--- config.mk ---
export PLATFORM = sky130hd
export DESIGN_NAME = ucie_ctl_phy_sb_msg_tx_fifo
export DESIGN_NICKNAME = d
export VERILOG_FILES = /design/src/rtl/ucie_ctl_phy_sb_pkg.sv /design/src/rtl/ucie_ctl_sync_fifo.sv /design/src/rtl/ucie_ctl_phy_sb_msg_tx_fifo.sv
export SDC_FILE = /design/constraint.sdc
export NUM_CORES = 1
export LEC_CHECK = 0
export ABC_AREA = 0
export CAP_MARGIN = 15
export CORE_MARGIN = 3
export CORE_UTILIZATION = 43
export DETAILED_ROUTE_END_ITERATION = 7
export PLACE_DENSITY = 0.73
export SLEW_MARGIN = 40
export SYNTH_ARGS = -nofsm -noshare
export SYNTH_HDL_FRONTEND = slang
export SYNTH_HIERARCHICAL = 1
export SYNTH_SLANG_ARGS = --single-unit
--- constraint.sdc ---
create_clock -name i_clk -period 3.77 [get_ports i_clk]
set_clock_uncertainty 0.1 [all_clocks]
set_input_delay 0.754 -clock i_clk [delete_from_list [all_inputs] [get_ports i_clk]]
set_output_delay 0.754 -clock i_clk [all_outputs]
set_load 0.05 [all_outputs]
--- src/rtl/ucie_ctl_phy_sb_pkg.sv ---
// Shared types and helpers for the UCIe PHY sideband transmit path.
package ucie_ctl_phy_sb_pkg;

  // Message assembly state: IDLE means beat count 0, COLLECT means a partial message is held.
  typedef enum logic {
    IDLE    = 1'b0,
    COLLECT = 1'b1
  } asm_state_e;

  localparam int SB_W_DEFAULT = 64;

  // Number of adapter beats that make up one sideband message.
  function automatic int calc_beats(input int sb_w, input int nc);
    return sb_w / nc;
  endfunction

  // Width of the beat counter; at least one bit even when a message is one beat.
  function automatic int calc_beat_cnt_w(input int sb_w, input int nc);
    int beats;
    beats = sb_w / nc;
    return (beats > 1) ? $clog2(beats) : 1;
  endfunction

endpackage

--- src/rtl/ucie_ctl_sync_fifo.sv ---
// Single-clock FIFO with registered storage and a combinational head output.
// A push while full is accepted only if a pop happens in the same cycle.
module ucie_ctl_sync_fifo #(
  parameter int W     = 64,
  parameter int DEPTH = 4
) (
  input  logic         i_clk,
  input  logic         i_rst_n,
  input  logic         i_push,
  input  logic [W-1:0] i_wdata,
  input  logic         i_pop,
  output logic [W-1:0] o_rdata,
  output logic         o_full,
  output logic         o_empty
);

  localparam int AW = $clog2(DEPTH);

  logic [W-1:0] mem_q [DEPTH];
  logic [W-1:0] mem_d [DEPTH];
  logic [AW:0]  wr_ptr_q, wr_ptr_d;
  logic [AW:0]  rd_ptr_q, rd_ptr_d;
  logic         do_push;
  logic         do_pop;

  assign o_empty = (wr_ptr_q == rd_ptr_q);
  assign o_full  = (wr_ptr_q[AW] != rd_ptr_q[AW]) &&
                   (wr_ptr_q[AW-1:0] == rd_ptr_q[AW-1:0]);
  assign o_rdata = mem_q[rd_ptr_q[AW-1:0]];

  assign do_pop  = i_pop && !o_empty;
  assign do_push = i_push && (!o_full || do_pop);

  // Next-state for storage and pointers.
  always_comb begin
    mem_d    = mem_q;
    wr_ptr_d = wr_ptr_q;
    rd_ptr_d = rd_ptr_q;
    if (do_push) begin
      mem_d[wr_ptr_q[AW-1:0]] = i_wdata;
      wr_ptr_d = wr_ptr_q + (AW+1)'(1);
    end
    if (do_pop) begin
      rd_ptr_d = rd_ptr_q + (AW+1)'(1);
    end
  end

  // Storage and pointer registers; storage clears so the head reads 0 out of reset.
  always_ff @(posedge i_clk or negedge i_rst_n) begin
    if (!i_rst_n) begin
      for (int i = 0; i < DEPTH; i++) mem_q[i] <= '0;
      wr_ptr_q <= '0;
      rd_ptr_q <= '0;
    end else begin
      for (int i = 0; i < DEPTH; i++) mem_q[i] <= mem_d[i];
      wr_ptr_q <= wr_ptr_d;
      rd_ptr_q <= rd_ptr_d;
    end
  end

endmodule

--- src/rtl/ucie_ctl_phy_sb_msg_tx_fifo.sv ---
// Sideband transmit path: assembles NC-bit adapter beats into SB_W-bit messages,
// queues them for the serializer and returns one credit per drained message.
//
// Handshakes: the adapter side has no ready; a beat is taken every cycle
// i_rdi_lp_cfg_valid is high and flow control is by credits. Toward the
// serializer, a message transfers on a cycle with o_sb_data_valid && i_sb_data_ready;
// once valid is high, valid and data hold until that transfer.
module ucie_ctl_phy_sb_msg_tx_fifo
  import ucie_ctl_phy_sb_pkg::*;
#(
  parameter int NC    = 32,
  parameter int SB_W  = SB_W_DEFAULT,
  parameter int DEPTH = 4
) (
  input  logic            i_clk,
  input  logic            i_rst_n,
  input  logic            i_rdi_lp_cfg_valid,
  input  logic [NC-1:0]   i_rdi_lp_cfg,
  output logic            o_rdi_pl_cfg_crd,
  output logic            o_sb_data_valid,
  output logic [SB_W-1:0] o_data_sent_sb,
  input  logic            i_sb_data_ready,
  output logic            o_overflow_err,
  output logic            o_dbg_asm_state
);

  localparam int BEATS = calc_beats(SB_W, NC);
  localparam int CNT_W = calc_beat_cnt_w(SB_W, NC);
  localparam int PW    = $clog2(DEPTH + 1);

  asm_state_e      state_q, state_d;
  logic [CNT_W-1:0] beat_cnt_q, beat_cnt_d;
  logic [SB_W-1:0]  partial_q, partial_d;
  logic [SB_W-1:0]  asm_word;
  logic             last_beat;
  logic             push;

  logic             fifo_full;
  logic             fifo_empty;
  logic             pop;

  logic [PW-1:0]    pending_q, pending_d;
  logic             crd_q, crd_d;
  logic             issue;
  logic             err_q, err_d;
  int               pend_calc;

  assign o_dbg_asm_state = state_q;
  assign last_beat       = (beat_cnt_q == CNT_W'(BEATS - 1));
  assign o_sb_data_valid = !fifo_empty;
  assign pop             = o_sb_data_valid && i_sb_data_ready;

  // Merge the current beat into the partial word at its slot.
  always_comb begin
    asm_word = partial_q;
    for (int k = 0; k < BEATS; k++) begin
      if (beat_cnt_q == CNT_W'(k)) asm_word[k*NC +: NC] = i_rdi_lp_cfg;
    end
  end

  // Assembly FSM next state: count beats, push the complete word on the last one.
  always_comb begin
    state_d    = state_q;
    beat_cnt_d = beat_cnt_q;
    partial_d  = partial_q;
    push       = 1'b0;
    if (i_rdi_lp_cfg_valid) begin
      if (last_beat) begin
        push       = 1'b1;
        beat_cnt_d = '0;
        partial_d  = '0;
        state_d    = IDLE;
      end else begin
        partial_d  = asm_word;
        beat_cnt_d = beat_cnt_q + CNT_W'(1);
        state_d    = COLLECT;
      end
    end
  end

  // Assembly FSM registers.
  always_ff @(posedge i_clk or negedge i_rst_n) begin
    if (!i_rst_n) begin
      state_q    <= IDLE;
      beat_cnt_q <= '0;
      partial_q  <= '0;
    end else begin
      state_q    <= state_d;
      beat_cnt_q <= beat_cnt_d;
      partial_q  <= partial_d;
    end
  end

  ucie_ctl_sync_fifo #(
    .W     (SB_W),
    .DEPTH (DEPTH)
  ) u_fifo (
    .i_clk   (i_clk),
    .i_rst_n (i_rst_n),
    .i_push  (push),
    .i_wdata (asm_word),
    .i_pop   (pop),
    .o_rdata (o_data_sent_sb),
    .o_full  (fifo_full),
    .o_empty (fifo_empty)
  );

  // Credit bookkeeping and sticky overflow: a pulse goes out whenever credits are pending.
  always_comb begin
    issue     = (pending_q != '0);
    crd_d     = issue;
    pend_calc = int'(pending_q) + (pop ? 1 : 0) - (issue ? 1 : 0);
    if (pend_calc > DEPTH) pend_calc = DEPTH;
    pending_d = PW'(pend_calc);
    err_d     = err_q || (push && fifo_full && !pop);
  end

  // Credit and error registers; credits re-initialise to a full FIFO's worth.
  always_ff @(posedge i_clk or negedge i_rst_n) begin
    if (!i_rst_n) begin
      pending_q <= PW'(DEPTH);
      crd_q     <= 1'b0;
      err_q     <= 1'b0;
    end else begin
      pending_q <= pending_d;
      crd_q     <= crd_d;
      err_q     <= err_d;
    end
  end

  assign o_rdi_pl_cfg_crd = crd_q;
  assign o_overflow_err   = err_q;

endmodule

Word level (Yosys, flattened, before mapping)
Index checks and enable logic that the tools add are counted.
{ "op_classes": {"add_sub_neg": 5, "magnitude_cmp": 4, "n_eq_ne": 3, "muxes": 16, "n_bitwise": 2, "n_reduce_logical": 13} }
{ "ops": {"columns": ["operator", "n"], "rows": [
  ["$bwmux 256", 1],
  ["$mux 64", 4],
  ["$bmux 64 s2", 1],
  ["$demux 64 s2", 1],
  ["$mux 32", 2],
  ["$logic_and 1x1->1", 7],
  ["$add 3x1->3 const B", 2],
  ["$ge 3x3->1 const B", 2],
  ["$mux 1", 6],
  ["$not 2->3", 2],
  ["$gt 5x4->1 const B", 1],
  ["$sub 4x1->5", 1],
  ["$add 3x1->4", 1],
  ["$eq 3x3->1", 1],
  ["$logic_not 1->1", 3],
  ["$lt 3x1->1 const B", 1],
  ["$mux 3", 1],
  ["$reduce_bool 3->1", 1],
  ["$eq 2x2->1", 1],
  ["$logic_or 1x1->1", 2],
  ["$add 1x1->1 const B", 1],
  ["$ne 1x1->1", 1]
]} }
{ "totals": {"register_bits": 333, "output_inout_bits": 68, "elab_cells": 55} }

Depth between registers and ports, before layout
{ "logic_depth": {"word_depth": 8, "ltp_mapped": 12, "ltp_nobuf": 11} }

Modules after synthesis
Netlist, hierarchy kept.
{ "modules_own_cells": {"columns": ["mod", "instances", "cells_each", "area_per_inst_um2", "seq_area_each_um2"], "rows": [
  ["ucie_ctl_sync_fifo", 1, 660, 11698.7, 6556.3],
  ["ucie_ctl_phy_sb_msg_tx_fifo", 1, 325, 3597.2, 1752.9]
]} }

Worst setup path after synthesis
OpenSTA, ideal clock, no wires.
{ "synth_timing": {"path_kind": "reg-to-reg", "startpoint": "register u_fifo.rd_ptr_q[1]", "endpoint": "register u_fifo/mem_q[192] (netlist name)", "t_arrival_ps": 2704, "required_time_ps": 3545, "path_slack_ps": 841, "stages_incl_launch_ff": 9, "n_path_buf": 3, "synth_period_minus_slack_ps": 2929, "cell_sequence": "dfrtp_1 xor2_2 buf_4 nor3_1 nor2b_1 clkbuf_1 o41ai_4 buf_6 mux2_4"} }
{ "synth_via": {"elab_chain_len": 6} }
{ "synth_rtl": {"columns": ["element", "line", "source"], "rows": [
  ["start, declared", "ucie_ctl_sync_fifo.sv:22", "logic [AW:0] rd_ptr_q, rd_ptr_d;"],
  ["start signal, assigned", "ucie_ctl_sync_fifo.sv:57", "rd_ptr_q <= rd_ptr_d;"],
  ["$eq 3x3->1", "ucie_ctl_sync_fifo.sv:26", "assign o_empty = (wr_ptr_q == rd_ptr_q);"],
  ["net fifo_empty", "ucie_ctl_phy_sb_msg_tx_fifo.sv:39", "logic fifo_empty;"],
  ["$logic_not 1->1", "ucie_ctl_phy_sb_msg_tx_fifo.sv:50", "assign o_sb_data_valid = !fifo_empty;"],
  ["$logic_and 1x1->1", "ucie_ctl_phy_sb_msg_tx_fifo.sv:51", "assign pop = o_sb_data_valid && i_sb_data_ready;"],
  ["net pop", "ucie_ctl_phy_sb_msg_tx_fifo.sv:40", "logic pop;"],
  ["$logic_and 1x1->1", "ucie_ctl_sync_fifo.sv:31", "assign do_pop = i_pop && !o_empty;"],
  ["$logic_or 1x1->1", "ucie_ctl_sync_fifo.sv:32", "assign do_push = i_push && (!o_full || do_pop);"],
  ["$logic_and 1x1->1", "ucie_ctl_sync_fifo.sv:32", null],
  ["end, declared", "ucie_ctl_sync_fifo.sv:19", "logic [W-1:0] mem_q [DEPTH];"]
]} }
The timed path passes the listed nets, and every way through them passes these cells.
A chain may end at the register's enable or synchronous reset.

Worst setup path in the final report
{ "layout_timing": {"startpoint": "register u_fifo.rd_ptr_q[0]", "endpoint": "output o_data_sent_sb[55]"} }
{ "layout_via": {"elab_chain_len": 4} }
{ "layout_rtl": {"columns": ["element", "line", "source"], "rows": [
  ["$not 2->3 (implied by the code)", "ucie_ctl_sync_fifo.sv:29", "assign o_rdata = mem_q[rd_ptr_q[AW-1:0]];"],
  ["$bmux 64 s2", "ucie_ctl_sync_fifo.sv:29", null],
  ["$mux 64 (implied by the code) (2 in series)", "ucie_ctl_sync_fifo.sv:29", null],
  ["end, declared", "ucie_ctl_phy_sb_msg_tx_fifo.sv:21", "output logic [SB_W-1:0] o_data_sent_sb,"]
]} }
No other way between the ends. The select of a mux whose other input is x is not followed.

==> impl_results.md <==
* Status: finished, final reports clean
* CP Class: reg2out
* CP Data Arrival Time at 2.79 ns
* Mapped Avg Cell Area at 15.53 um2
* DRC at 0
* Final HPWL DP at 20.50 mm
* CP Depth at 3
* Worst Path Required at 2.92 ns
* R2R cell count at 11
* Initial Utilization at 0.4396
* Clock transition at path regs at 0.06 ns
* Area grow syn2layout at 17.82%
* Tot GR Track Use at 0.1760
* Critical Path End Type: output pin
* Hold-fix buffers, CTS at 0
* Post-route ant nets at 0
* Area occupied by multi-input gates at 6387 um2
* Crit path time final at 3.648 ns
* Rows at 68
* Fmax at 0.2741 GHz
* Setup TNS at 0 ns
* #FFs+latches synth at 332
* Number of synthesized flops with an enable pin at 0
* Post-synthesis sequential area ratio at 0.5432
* Final setup viols at 0
* IO Count at 104
* DIE HEIGHT at 194.6 um
* Total grt overflow at 0
* Delay-heaviest family, CP: buffers and inverters
* FF-to-FF End: pending_q[0]
* Distinct cells, synth at 49
* Synth Cell Area at 15300 um2
* Slowest-stage cell, CP: clkdlybuf4s50_1
* Worst Path Max Fanout at 31
* Clock latency on the worst-skew pair at 0.53 ns
* Worst R2R Setup Slack at 0.52 ns
* Max-slew headroom at 0.4597
* CTS max path bufs at 3
* Flip-flop and latch area at 8318 um2
* Period utilization at 0.9676
* Vias per cell at 5.339
* PD cells at 983.7 nW/um2
* Ys Warns at 6
* Core Region at 34800 um2
* Setup Fix Bufs, Post-CTS at 0
* Fin nets at 1137
* Synthesized netlist cell count at 985
* LEAKAGE at 8.231 nW
* Max incr delay on CP at 0.72 ns
* Router iterations before antenna repair at 5
* Post-layout util at 0.5179
* CTS Sinks at 332
* Largest net degree at the start of global routing at 100
* Setup crit start kind: register
* Die X at 194.6 um
* Initial antenna violation count at 5
* First-pass GRT wire length at 53.01 mm
* Initial DRC count at 345
* Worst Path Buf+Inv at 2
* CTS HTree Levels at 2
* Clock Root Buffer: clkbuf_16
* Slew @ Worst Pin at 0.8105 ns
* CTS tree: yes
* WL final at 32.94 mm
* Via Count at 8393
* Dominant synthesized flop cell: dfrtp_1
* Maximum Capacitance Violations at 0
* Full die area at 37870 um2
* CP cell instances: buf_12, mux4_2, clkdlybuf4s50_1
* Final hold vios at 0
* Syn_nets at 1033
* TritonCTS Buffers at 38
* Number of global-route vias before repair at 8938
* Unrepaired setup endpoints after global routing: false
* Worst hold path class: in2async
* Fillers at 2868
* Routed len/inst at 20.95 um
* Count of final max-slew check failures at 0
* VDD IR max at 0.8203 mV
* GP Congestion at 0.7514
* FF-to-FF Start: u_fifo/rd_ptr_q[0]
* Async SR Flop Fraction at 1.000
* IO Port Bufs at 103
* Share of layout cells above drive strength 1 at 0.3934
-- per-layer routing --
metal | GRT usage | wire [um] | part of all wire | vias up
met5 | 0 | 26 | 0.00079 | -
met3 | 0.03883 | 1612 | 0.049 | 60
li1 | - | - | - | 3782
met2 | 0.2621 | 14980 | 0.45 | 147
met1 | 0.2631 | 15660 | 0.48 | 4400
met4 | 0.04601 | 659 | 0.020 | 4
-- area by class of cell --
type / instances / share of cell area
flip-flops and latches: 332 / 0.4616
multi-input cells: 546 / 0.3544
repair buffers: 128 / 0.07714
clock buffers: 55 / 0.06020
well taps: 455 / 0.03159
inverters: 43 / 0.008956
clock inverters: 12 / 0.005971
diodes: 1 / 0.0001389
-- Yosys cell counts, types with 2 or more instances --
master	count	area (um2)
mux4_2	64	1441
mux2_1	46	518.0
buf_2	16	80.08
ha_1	11	137.6
o311ai_0	3	26.28
dfrtp_1	331	8283
nand2_1	2	7.510
xnor2_1	3	26.28
nor2b_1	4	25.02
o21ai_0	33	165.2
nor2_1	3	11.26
mux2_2	256	2883
nor3_1	3	15.01
buf_1	6	22.52
and2_1	36	225.2
xor2_1	2	17.52
o41ai_4	3	82.58
buf_4	2	15.01
a21oi_1	2	10.01
inv_1	43	161.4
clkbuf_1	15	56.30
mux2_4	20	300.3
nand3b_1	32	240.2
buf_6	24	270.3
-- repair_timing --
item,CTS,global route
endpoints found under the hold margin,0,0
endpoints found under the setup margin,0,10
resized for setup,0,10
-- sequential cells by signal, summed over array words and instances, names as in the netlist --
signal	count
o_overflow_err	1
o_rdi_pl_cfg_crd	1
partial_q	64
u_fifo/wr_ptr_q	3
pending_q	3
o_dbg_asm_state	1
u_fifo/mem_q	256
u_fifo/rd_ptr_q	3
-- cell usage in the layout, fill, tap and decap left out, types with 4 or more instances in the layout --
cell,instances
and2_1,36
buf_12,10
buf_4,14
clkbuf_1,10
clkbuf_16,38
clkbuf_8,7
clkdlybuf4s50_1,90
clkinv_2,7
dfrtp_1,328
dlymetal6s2s_1,10
ha_1,11
inv_1,43
mux2_1,46
mux2_2,256
mux2_4,20
mux4_2,64
nand3b_1,32
nor2b_1,4
o21ai_0,33
o41ai_4,4
-- worst register-to-register path: cells and delay by family, from the launching register on --
family | cells | cell delay, ns
AO/OA/AOI/OAI | 2 | 0.44
flip-flops | 1 | 0.62
buffers and inverters | 2 | 0.29
AND/OR/NAND/NOR | 3 | 0.37
adder cells (fa/ha/maj) | 2 | 0.66
XOR/XNOR | 2 | 0.64
-- worst max-delay path by stage --
stage | slack (ns) | to | startpoint
3_5_place_dp | 0.53 | pending_q[0] | i_sb_data_ready
3_3_place_gp | 0.53 | pending_q[0] | i_sb_data_ready
5_1_grt | 0.002 | o_data_sent_sb[58] | u_fifo/rd_ptr_q[0]
2_1_floorplan | 0.84 | u_fifo/mem_q[192] | u_fifo/rd_ptr_q[1]
6_report | 0.12 | o_data_sent_sb[55] | u_fifo/rd_ptr_q[0]
4_1_cts | 0.03 | o_data_sent_sb[31] | u_fifo/rd_ptr_q[0]
-- power breakdown --
| group | internal [mW] | switching, mW | leakage (nW) | total (mW) |
|---|---|---|---|---|
| registers | 4.91 | 0.745 | 4.27 | 5.66 |
| clock network | 2.07 | 1.43 | 0.592 | 3.50 |
| logic | 3.86 | 4.71 | 3.37 | 8.57 |
| total | 10.8 | 6.88 | 8.23 | 17.7 |
-- metrics by stage --
step / cells / power [mW] / hold WS (ns) / instance area (um2) / setup WS (ns)
finish: 1572 / 17.73 / 0.07489 / 18020 / 0.1220
global route: 1572 / 18.69 / 0.08949 / 18020 / 0.002303
CTS: 1570 / 17.97 / 0.2117 / 17970 / 0.02965
detailed placement: 1503 / 14.37 / 0.3668 / 16770 / 0.5298
global placement: 1503 / 14.17 / 0.3646 / 16770 / 0.5341
floorplan: 985 / 11.93 / 0.3494 / 15300 / 0.8405
-- cell families (layout without fill, tap and decap cells) --
group | after synthesis | after routing | synth area share
flops | 332 | 332 | 0.5432
xor+xnor | 8 | 8 | 0.006791
buf+inv | 107 | 238 | 0.03992
mux | 387 | 387 | 0.3369
compound gates | 53 | 53 | 0.02585
other cells | 0 | 1 | 0
fa+ha+maj | 12 | 12 | 0.01031
simple gates | 86 | 86 | 0.03706
(Power assumes the default switching activity.)
